**src/rtl/cla_pkg.sv**
```systemverilog
// Shared definitions for the serial carry-lookahead add/subtract controller.
package cla_pkg;

  // Controller states: waiting for operands, stepping nibbles, holding a result.
  typedef enum logic [1:0] {
    IDLE = 2'd0,
    RUN  = 2'd1,
    DONE = 2'd2
  } state_t;

  // Width of the carry-lookahead slice that the controller reuses every cycle.
  localparam int SLICE_W = 4;

endpackage : cla_pkg

```
**src/rtl/cadd4.sv**
```systemverilog
// 4-bit carry-lookahead adder slice: all carries come straight from
// generate/propagate terms and the carry-in, with no rippling between bits.
module cadd4 (
  input  logic [3:0] a,
  input  logic [3:0] b,
  input  logic       cin,
  output logic [3:0] s,
  output logic       cout
);

  logic [3:0] g;
  logic [3:0] p;
  logic [4:0] c;

  assign g = a & b;
  assign p = a ^ b;

  assign c[0] = cin;
  assign c[1] = g[0] | (p[0] & cin);
  assign c[2] = g[1] | (p[1] & g[0]) | (p[1] & p[0] & cin);
  assign c[3] = g[2] | (p[2] & g[1]) | (p[2] & p[1] & g[0])
              | (p[2] & p[1] & p[0] & cin);
  assign c[4] = g[3] | (p[3] & g[2]) | (p[3] & p[2] & g[1])
              | (p[3] & p[2] & p[1] & g[0]) | (p[3] & p[2] & p[1] & p[0] & cin);

  assign s    = p ^ c[3:0];
  assign cout = c[4];

endmodule : cadd4

```
**src/rtl/cla_serial_add_ctrl.sv**
```systemverilog
// Serial add/subtract controller: one 4-bit CLA slice is stepped across a
// WIDTH-bit operand pair, LSB nibble first, with the carry registered between
// nibbles. Subtraction is A + ~B + 1.
//
// Handshake: a transfer happens on a rising edge where valid && ready are both
// high. The producer holds in_* stable while in_valid is high and in_ready is
// low; in_ready depends only on state (high in IDLE). The result is offered
// with out_valid in DONE and out_* stay stable until out_valid && out_ready.
module cla_serial_add_ctrl
  import cla_pkg::*;
#(
  parameter int WIDTH = 16
) (
  input  logic             clk,
  input  logic             rst,
  input  logic             in_valid,
  output logic             in_ready,
  input  logic [WIDTH-1:0] in_a,
  input  logic [WIDTH-1:0] in_b,
  input  logic             in_sub,
  input  logic             in_cin,
  output logic             out_valid,
  input  logic             out_ready,
  output logic [WIDTH-1:0] out_sum,
  output logic             out_cout,
  output logic             out_ovf,
  output logic             busy
);

  localparam int NSLICE = WIDTH / SLICE_W;
  localparam int CNT_W  = (NSLICE > 1) ? $clog2(NSLICE) : 1;

  generate
    if ((WIDTH % SLICE_W) != 0 || WIDTH < SLICE_W) begin : g_bad_width
      $error("cla_serial_add_ctrl: WIDTH must be a multiple of 4 and at least 4");
    end
  endgenerate

  state_t           state;
  state_t           state_nx;
  logic [CNT_W-1:0] cnt;
  logic             carry;
  logic             a_msb;
  logic             b_msb;
  logic [WIDTH-1:0] a_sh;
  logic [WIDTH-1:0] b_sh;
  logic [WIDTH-1:0] sum_sh;
  logic [WIDTH-1:0] sum_nx;
  logic [WIDTH-1:0] b_eff;
  logic [3:0]       sl_s;
  logic             sl_co;
  logic             accept;
  logic             last_step;

  // The single shared slice always works on the low nibble of the shifters.
  cadd4 u_slice (
    .a    (a_sh[3:0]),
    .b    (b_sh[3:0]),
    .cin  (carry),
    .s    (sl_s),
    .cout (sl_co)
  );

  assign in_ready  = (state == IDLE);
  assign out_valid = (state == DONE);
  assign busy      = (state != IDLE);
  assign accept    = in_valid && in_ready;
  assign last_step = (state == RUN) && (cnt == CNT_W'(NSLICE - 1));
  assign b_eff     = in_sub ? ~in_b : in_b;

  // New slice result enters at the top so the finished sum ends up LSB-aligned.
  assign sum_nx = (sum_sh >> SLICE_W) | (WIDTH'(sl_s) << (WIDTH - SLICE_W));

  // State register.
  always_ff @(posedge clk or posedge rst) begin
    if (rst) begin
      state <= IDLE;
    end else begin
      state <= state_nx;
    end
  end

  // Next-state logic.
  always_comb begin
    state_nx = state;
    case (state)
      IDLE:    if (accept) state_nx = RUN;
      RUN:     if (last_step) state_nx = DONE;
      DONE:    if (out_ready) state_nx = IDLE;
      default: state_nx = IDLE;
    endcase
  end

  // Operand shifters, carry, nibble counter and registered result.
  always_ff @(posedge clk or posedge rst) begin
    if (rst) begin
      cnt      <= '0;
      carry    <= 1'b0;
      a_msb    <= 1'b0;
      b_msb    <= 1'b0;
      a_sh     <= '0;
      b_sh     <= '0;
      sum_sh   <= '0;
      out_sum  <= '0;
      out_cout <= 1'b0;
      out_ovf  <= 1'b0;
    end else begin
      if (accept) begin
        a_sh  <= in_a;
        b_sh  <= b_eff;
        carry <= in_sub ? 1'b1 : in_cin;
        a_msb <= in_a[WIDTH-1];
        b_msb <= b_eff[WIDTH-1];
        cnt   <= '0;
      end else if (state == RUN) begin
        carry  <= sl_co;
        sum_sh <= sum_nx;
        a_sh   <= a_sh >> SLICE_W;
        b_sh   <= b_sh >> SLICE_W;
        cnt    <= cnt + CNT_W'(1);
        if (last_step) begin
          out_sum  <= sum_nx;
          out_cout <= sl_co;
          // Overflow: like-signed operands giving a result of the other sign.
          out_ovf  <= (a_msb == b_msb) && (sum_nx[WIDTH-1] != a_msb);
        end
      end
    end
  end

endmodule : cla_serial_add_ctrl

```
**config.mk**
```make
export PLATFORM = sky130hd
export DESIGN_NAME = cla_serial_add_ctrl
export DESIGN_NICKNAME = d
export VERILOG_FILES = /design/src/rtl/cla_pkg.sv /design/src/rtl/cadd4.sv /design/src/rtl/cla_serial_add_ctrl.sv
export SDC_FILE = /design/constraint.sdc
export NUM_CORES = 1
export LEC_CHECK = 0
export CAP_MARGIN = 20
export CORE_UTILIZATION = 51
export CTS_CLUSTER_DIAMETER = 60
export CTS_CLUSTER_SIZE = 30
export DETAILED_ROUTE_END_ITERATION = 10
export GPL_TIMING_DRIVEN = 0
export HOLD_SLACK_MARGIN = 0.02
export PLACE_DENSITY_LB_ADDON = 0.12
export SYNTH_ARGS = -nofsm -noshare
export SYNTH_HDL_FRONTEND = slang
export SYNTH_SLANG_ARGS = --single-unit
```
**constraint.sdc**
```tcl
create_clock -name clk -period 3.1 [get_ports clk]
set_input_delay 0.93 -clock clk [delete_from_list [all_inputs] [get_ports clk]]
set_output_delay 0.93 -clock clk [all_outputs]
set_load 0.005 [all_outputs]
```
## Yosys cells after proc, flatten, opt, wreduce, memory -nomap -nowiden

Cells that the tools add are included.

| operators by class | value |
|---|---|
| add/subtract/negate cells | 1 |
| eq/ne operators | 8 |
| mux-type cells | 14 |
| bitwise logic cells | 32 |
| reduce and logical (&&, ||, !) cells | 9 |

Operator list:

| operator | count |
|---|---|
| $mux 16 | 5 |
| $and 1x1->1 | 16 |
| $not 16->16 | 1 |
| $or 12x16->16 | 1 |
| $mux 2 | 5 |
| $or 1x1->1 | 10 |
| $xor 4x4->4 | 2 |
| $pmux 2 s3 | 1 |
| $reduce_and 3->1 | 2 |
| $and 4x4->4 | 1 |
| $eq 2x2->1 const B | 2 |
| $ne 2x1->1 const B | 2 |
| $reduce_bool 2->1 | 2 |
| $logic_and 1x1->1 | 3 |
| $mux 1 | 3 |
| $add 2x1->2 const B | 1 |
| $eq 2x1->1 const B | 1 |
| $logic_not 2->1 | 1 |
| $ne 2x2->1 const B | 1 |
| $reduce_and 2->1 | 1 |
| $eq 1x1->1 | 1 |
| $ne 1x1->1 | 1 |
| $not 1->1 | 1 |

| word-level totals | value |
|---|---|
| register bits | 73 |
| input port bits | 38 |

## Logic depth before layout (Yosys ltp)

Gate-level depths: netlist of run 1.

| logic depth | value |
|---|---|
| depth in word-level cells | 9 |
| depth in mapped cells | 7 |

## Hierarchy

A second synthesis of run 1 with hierarchy kept.

| second synthesis, totals | value |
|---|---|
| cells, all modules | 323 |
| area, all modules | 3,215.6 um^2 |

By module, submodules not included:

| module | times used | cells an instance | area an instance (um^2) | sequential area each (um^2) |
|---|---|---|---|---|
| cla_serial_add_ctrl | 1 | 306 | 3,067.9 | 1,726.7 |
| cadd4 | 1 | 17 | 147.6 | 0.0 |

## Worst setup path after synthesis of run 1

Ideal clock, no wire load.

| timing | value |
|---|---|
| path kind | input to register |
| start point | input port in_sub |
| end point | register b_sh[0] |
| library setup time | 126 ps |
| arrival time | 1,824 ps |
| required time | 2,974 ps |
| slack | 1,150 ps |
| stages on the path | 5 |
| cell sequence | buf_2 -> buf_2 -> xnor2_1 -> nor2_1 -> a221o_1 |

| on the way | value |
|---|---|
| word-level cells in the longest chain between the ends | 2 |

Ends and longest elaborated chain:

| what | RTL line | text |
|---|---|---|
| start, declared | cla_serial_add_ctrl.sv:20 | `input logic in_sub,` |
| $mux 16 | cla_serial_add_ctrl.sv:69 | `assign b_eff = in_sub ? ~in_b : in_b;` |
| $mux 16 | cla_serial_add_ctrl.sv:108 | `if (accept) begin` |
| end signal, assigned | cla_serial_add_ctrl.sv:119 | `b_sh <= b_sh >> SLICE_W;` |
| end, declared | cla_serial_add_ctrl.sv:46 | `logic [WIDTH-1:0] b_sh;` |

Every way passes these cells.
A chain may end at the register's enable or synchronous reset.

## Final worst setup path of run 1

| timing | value |
|---|---|
| start point | register state[0] |
| end point | output port out_valid |

| on the way | value |
|---|---|
| word-level cells in the longest chain between the ends | 1 |

Ends and longest elaborated chain:

| what | RTL line | text |
|---|---|---|
| start, declared | cla_serial_add_ctrl.sv:39 | `state_t state;` |
| start signal, assigned | cla_serial_add_ctrl.sv:79 | `state <= state_nx;` |
| $eq 2x2->1 | cla_serial_add_ctrl.sv:65 | `assign out_valid = (state == DONE);` |
| end, declared | cla_serial_add_ctrl.sv:22 | `output logic out_valid,` |

Every way passes these cells.

==> results of run 1 <==
[sequential cells by signal (all words and copies together), names as in the netlist]
register / flops
out_ovf: 1
a_sh: 16
b_msb: 1
state: 2
b_sh: 16
cnt: 2
sum_sh: 12
a_msb: 1
out_cout: 1
carry: 1
out_sum: 16
[layout by cell type, fill, tap and decap left out, types with 6 or more instances in the layout]
cell	instances
dfrtp_1	69
mux2_2	12
o21ai_0	21
buf_2	12
xnor2_1	15
clkbuf_8	11
inv_1	6
a22oi_1	11
nor2_1	16
a221o_1	13
clkdlybuf4s50_1	57
nand2_1	77
[cell families after synthesis]
group | Yosys count | share of synthesized area (%)
and+or+nand+nor | 108 | 15.0
buffers and inverters | 25 | 3.80
adders and majority gates | 6 | 2.70
xor gates and xnor gates | 18 | 5.15
AOI/OAI and AO/OA | 53 | 12.2
DFF | 69 | 56.4
muxes | 13 | 4.74
[critical path, delay by kind of cell (launching register included)]
| kind | cells | cell delay (ns) |
|---|---|---|
| DFF | 1 | 0.35 |
| buffers and inverters | 3 | 0.71 |
| and+or+nand+nor | 1 | 0.16 |
[report_power, final]
part	switching [mW]	leakage, nW	internal, mW
combinational	0.868	0.835	0.798
sequential	0.237	0.880	1.30
clock	0.343	0.116	0.495
[stage by stage]
step	hold WS, ns	setup WS (ns)	TNS, ns	cell area, µm²
after global routing	0.500	0.484	0	3950
final	0.477	0.586	0	3950
after detailed placement	0.460	0.521	0	3720
after floorplan	0.442	0.430	0	3060
after CTS	0.477	0.570	0	3950
after global placement	0.455	-0.716	-49.24	3720
[path summary, 6_finish.rpt]
kind	from	endpoint	cells past startpoint
max in group asynchronous	rst	sum_sh[5]	2
min in group asynchronous	rst	b_sh[13]	2
setup / recovery	state[0]	out_valid	4
hold / removal	sum_sh[4]	sum_sh[4]	2
setup reg to reg	b_sh[0]	out_ovf	5
hold reg to reg	sum_sh[4]	sum_sh[4]	2
[final cells by class]
class                      instances  area (µm²)
tap                               72        90.1
clock buffer                      12         155
multi-input combinational        198        1220
buffer                            18        90.1
clock inverter                     4        70.1
fill                             458        1690
timing repair buffer              57         571
inverter                           7        28.8
sequential                        69        1730
[per-layer routing]
metal  vias to the layer above  wire, µm
met5                         -         0
met4                         0       113
met3                        11       304
met2                        63      3150
met1                      1085      2860
li1                       1128         -
==> impl_metrics.json, run 1 <==
{
  "hold_buffers": 0,
  "grt_usage_pct": 23.6,
  "ys.flop_type": "dfrtp_1",
  "core_area_um2": 5640,
  "clk_pin_slew_ns": 0.07,
  "antenna_found_initial": 0,
  "grt_use_met1_pct": 30.7,
  "grt_util_met3_pct": 5.14,
  "cap_violations": 0,
  "area_growth_pct": 29.0,
  "finClkSkew_ns": 0.00802,
  "synth_edf_count": 0,
  "synth_cell_types": 32,
  "relSlewSlack_pct": 44.1,
  "cp-start-kind": "register",
  "boundaryPins": 59,
  "cts_setup_buffers": 0,
  "synth_most_common_cell": "nand2_1",
  "worst_pin_slew_ns": 0.839,
  "p_leak_nw": 1.83,
  "hpwl_mm": 4.48,
  "grt-ovfl-total": 0,
  "dieHeight_um": 79.5,
  "peakVddDrop_uv": 490,
  "grt_start_max_net_pins": 70,
  "async_flop_share_pct": 100,
  "avgSynthCellArea_um2": 10.5,
  "die_area_um2": 6310,
  "initial_core_util_pct": 54.2,
  "post-route-util_pct": 70.0,
  "cts_max_path_buffers": 2,
  "cts_sinks": 69,
  "vias": 2287,
  "clk_latency_ns": 0.36,
  "gp_congestion": 0.803,
  "yosysTopAreaCell": "dfrtp_1",
  "cts_made_buffers": 9,
  "ys_seq_elements": 69,
  "synthesis.nets": 336,
  "synthesis.area_um2": 3060,
  "crit_chain": "buf_2 > nand2b_1 > inv_1 > clkdlybuf4s50_1",
  "syn_inst": 292,
  "hold_viol": 0,
  "ant_nets": 0,
  "p_per_area_nw_per_um2": 1020,
  "final_cells": 437,
  "critPathKind": "register to output pin",
  "power.total_mw": 4.04,
  "grt_pass1_wl_mm": 10.9,
  "drive_gt1_share_pct": 11.8,
  "met2_usage_pct": 37.8,
  "status": "finished, final reports clean",
  "cpPeakStageDelay_ns": 0.49,
  "min_path_type": "register to register",
  "synthTopCellsByArea": "dfrtp_1 56%, nand2_1 9.4%, mux2_2 4.4%",
  "rsz0062_at_grt": "false",
  "yosysSeqAreaShare_pct": 56.4,
  "ys_top_cells_by_count": "77 x nand2_1, 69 x dfrtp_1, 21 x o21ai_0, 16 x nor2_1, 15 x xnor2_1",
  "placementRows": 27,
  "grt_pass1_vias": 2261,
  "cp.arrival_ns": 1.58,
  "remaining_drc_errors": 0,
  "n_antenna_cell": 0,
  "setup_viol": 0,
  "nets": 404,
  "cts_resized": 0,
  "firstDrtPassIters": 4,
  "place.port_buffers": 57,
  "top_usage_layer": "met2",
  "cts_htree_levels": 3,
  "synth_top_area_share_pct": 56.4,
  "timing.fmax_ghz": 0.398,
  "cts-root-buf": "clkbuf_8",
  "drtIter0Drc": 157,
  "critPathMaxFanout": 7,
  "crit_slowest_cell": "clkdlybuf4s50_1",
  "wire_per_inst_um": 14.7,
  "cts_tree": "built",
  "placed_cells": 421,
  "endpoint_kind": "output pin",
  "worst-endpoint-required_ns": 2.17,
  "period_needed_ns": 2.51,
  "wirelength_mm": 6.43,
  "viasPerCell": 5.23,
  "rrSetupSlack_ns": 1.26,
  "slew_viol_final": 0,
  "die_w_um": 79.5,
  "period_share_pct": 81.1,
  "yosys_warnings": 0
}
No activity file was read; power rests on OpenSTA's default activity.
==> run 2: changes to the inputs <==
--- a/config.mk
+++ b/config.mk
@@ -6,7 +6,7 @@
 export NUM_CORES = 1
 export LEC_CHECK = 0
 export CAP_MARGIN = 20
-export CORE_UTILIZATION = 51
+export CORE_UTILIZATION = 46
 export CTS_CLUSTER_DIAMETER = 60
 export CTS_CLUSTER_SIZE = 30
 export DETAILED_ROUTE_END_ITERATION = 10
==> constraint.sdc (replaced) <==
create_clock -name clk -period 2 [get_ports clk]
set_input_delay 0.6 -clock clk [delete_from_list [all_inputs] [get_ports clk]]
set_output_delay 0.6 -clock clk [all_outputs]
set_load 0.005 [all_outputs]
==> run 2 against run 1 <==
Sequential cell count did not move. Combinational power rose by 57%. Count of clock-buffer cells in the layout fell by 2. Via count rose by 2.0%. Critical path depth fell by 1. Register-to-register slack got worse by 1.1 ns. Worst setup slack got worse by 0.55 ns. Clock skew rose by 0.0013 ns. Hold slack got worse by 0.0074 ns. Power rose by 55%. Highest routed layer unchanged. Routed wire length fell by 1.0%. Critical endpoint is now busy. Die area rose by 11%.
==> impl_metrics.json, run 2 (same netlist as run 1, synthesis figures left out) <==
{
  "status": "finished, final reports clean",
  "cap_violations": 0,
  "viasPerCell": 5.23,
  "mostFrequentLayoutCell": "nand2_1",
  "gp_congestion": 0.852,
  "die_area_um2": 6980,
  "cp.arrival_ns": 1.36,
  "critPathKind": "register to output pin",
  "swShare_pct": 35.8,
  "core_area_um2": 6390,
  "vias": 2332,
  "cts_tree": "built",
  "remaining_drc_errors": 0,
  "initial_core_util_pct": 47.9,
  "reg_top3": "a_sh: 16 flops, b_sh: 16 flops, out_sum: 16 flops",
  "place.port_buffers": 57,
  "p_leak_nw": 1.86,
  "cts_htree_levels": 3,
  "grt_usage_pct": 20.2,
  "drive_gt1_share_pct": 13.8,
  "cpPeakStageDelay_ns": 0.43,
  "drtIter0Drc": 90,
  "cp-start-kind": "register",
  "setup_viol": 0,
  "endpoint_kind": "output pin",
  "relSlewSlack_pct": 65.3,
  "firstDrtPassIters": 5,
  "layout_common_cells": "77 x nand2_1, 67 x dfrtp_1, 55 x clkdlybuf4s50_1",
  "p_switching_mw": 2.25,
  "peakVddDrop_uv": 850,
  "placed_cells": 428,
  "n_antenna_cell": 0,
  "min_path_type": "register to register",
  "power.total_mw": 6.27,
  "grt_start_max_net_pins": 29,
  "cts-root-buf": "clkbuf_8",
  "cts_sinks": 69,
  "die_w_um": 83.6,
  "p_clk_share_pct": 20.2,
  "hold_buffers": 0,
  "worst_pin_slew_ns": 0.520,
  "boundaryPins": 59,
  "cts_made_buffers": 9,
  "timing.fmax_ghz": 0.510,
  "p_comb_share_pct": 41.8,
  "wire_per_inst_um": 14.3,
  "critPathMaxFanout": 3,
  "grt_pass1_vias": 2367,
  "wirelength_mm": 6.36,
  "hold_path_depth": 2,
  "seqPwrFrac_pct": 38.0,
  "worstRegToRegCells": 5,
  "hold_viol": 0,
  "clk_pin_slew_ns": 0.07,
  "p_per_area_nw_per_um2": 1560,
  "nets": 408,
  "period_share_pct": 98.0,
  "grt_pass1_wl_mm": 11.1,
  "cellInternalPower_mw": 4.02,
  "whs_ns": 0.470,
  "worst-endpoint-required_ns": 1.40,
  "dieHeight_um": 83.6,
  "finClkSkew_ns": 0.00927,
  "antenna_found_initial": 0,
  "final_cells": 446,
  "clk_latency_ns": 0.34,
  "cts_max_path_buffers": 2,
  "ant_nets": 0,
  "grt-ovfl-total": 0,
  "placementRows": 29,
  "crit_chain": "nor2_4 > inv_1 > clkdlybuf4s50_1",
  "area_growth_pct": 31.4,
  "period_needed_ns": 1.96,
  "slew_viol_final": 0,
  "hpwl_mm": 4.57,
  "crit_slowest_cell": "dfrtp_2"
}
==> run 2: cell types whose count changed in the layout (fill, tap and decap cells not counted), moves of 2 or more <==
cell / before / now
buf_4: 0 / 3
dlygate4sd2_1: 0 / 2
clkinvlp_4: 0 / 2
clkdlybuf4s50_1: 57 / 55
dfrtp_2: 0 / 2
buf_12: 0 / 2
dfrtp_1: 69 / 67
==> run 2: repair_timing <==
action	4_1_cts	5_1_grt
hold endpoints to repair	0	0
setup buffers	2	1
endpoints found under the setup margin	3	1
resized for setup	5	1
pin swaps	0	1
==> run 2: power by group through the flow <==
stage	logic, mW	registers, mW	clock network (mW)
detailed placement	2.61	2.40	0
finish	2.62	2.38	1.26
global route	2.97	2.47	1.33
global placement	2.51	2.38	0
floorplan	1.70	2.32	0
CTS	2.64	2.38	1.27
==> run 2: routing by layer <==
layer | track usage [%] | part of all wire, %
met5 | 0 | 0
met2 | 33.9 | 49
met3 | 3.17 | 3.9
met4 | 9.24 | 2.1
met1 | 25.9 | 45
==> run 2: final cells by class <==
type	count	area [µm²]
Fill cell	556	2370
Sequential cell	69	1730
Multi-Input combinational cell	198	1220
Timing Repair Buffer	62	631
Clock buffer	10	138
Tap cell	77	96.3
Clock inverter	6	86.3
Buffer	17	85.1
Inverter	7	30.0
==> run 2: per-stage QoR <==
step / setup TNS, ns / area, µm² / utilization [%] / setup WS (ns)
after floorplan: 0 / 3060 / - / 0.321
after global placement: -19.67 / 3730 / 58.4 / -0.256
after detailed placement: -4.92 / 3770 / 59.0 / -0.262
after CTS: 0 / 4010 / 62.7 / 0.0125
after global routing: -0.00779 / 4020 / 62.9 / -0.00779
final: 0 / 4020 / 62.9 / 0.0393
==> run 2: final timing paths <==
kind | endpoint | slack [ns] | from
max in group asynchronous | state[1] | 0.74 | rst
hold / removal | sum_sh[7] | 0.47 | sum_sh[7]
min in group asynchronous | b_sh[13] | 0.59 | rst
setup / recovery | busy | 0.04 | state[1]
setup reg to reg | out_sum[15] | 0.14 | b_sh[0]
hold reg to reg | sum_sh[7] | 0.47 | sum_sh[7]
==> run 2: critical path, delay by kind of cell, from the launching register on <==
kind                   cells  cell delay [ns]
DFF                        1             0.43
and+or+nand+nor            1             0.12
buffers and inverters      2             0.47
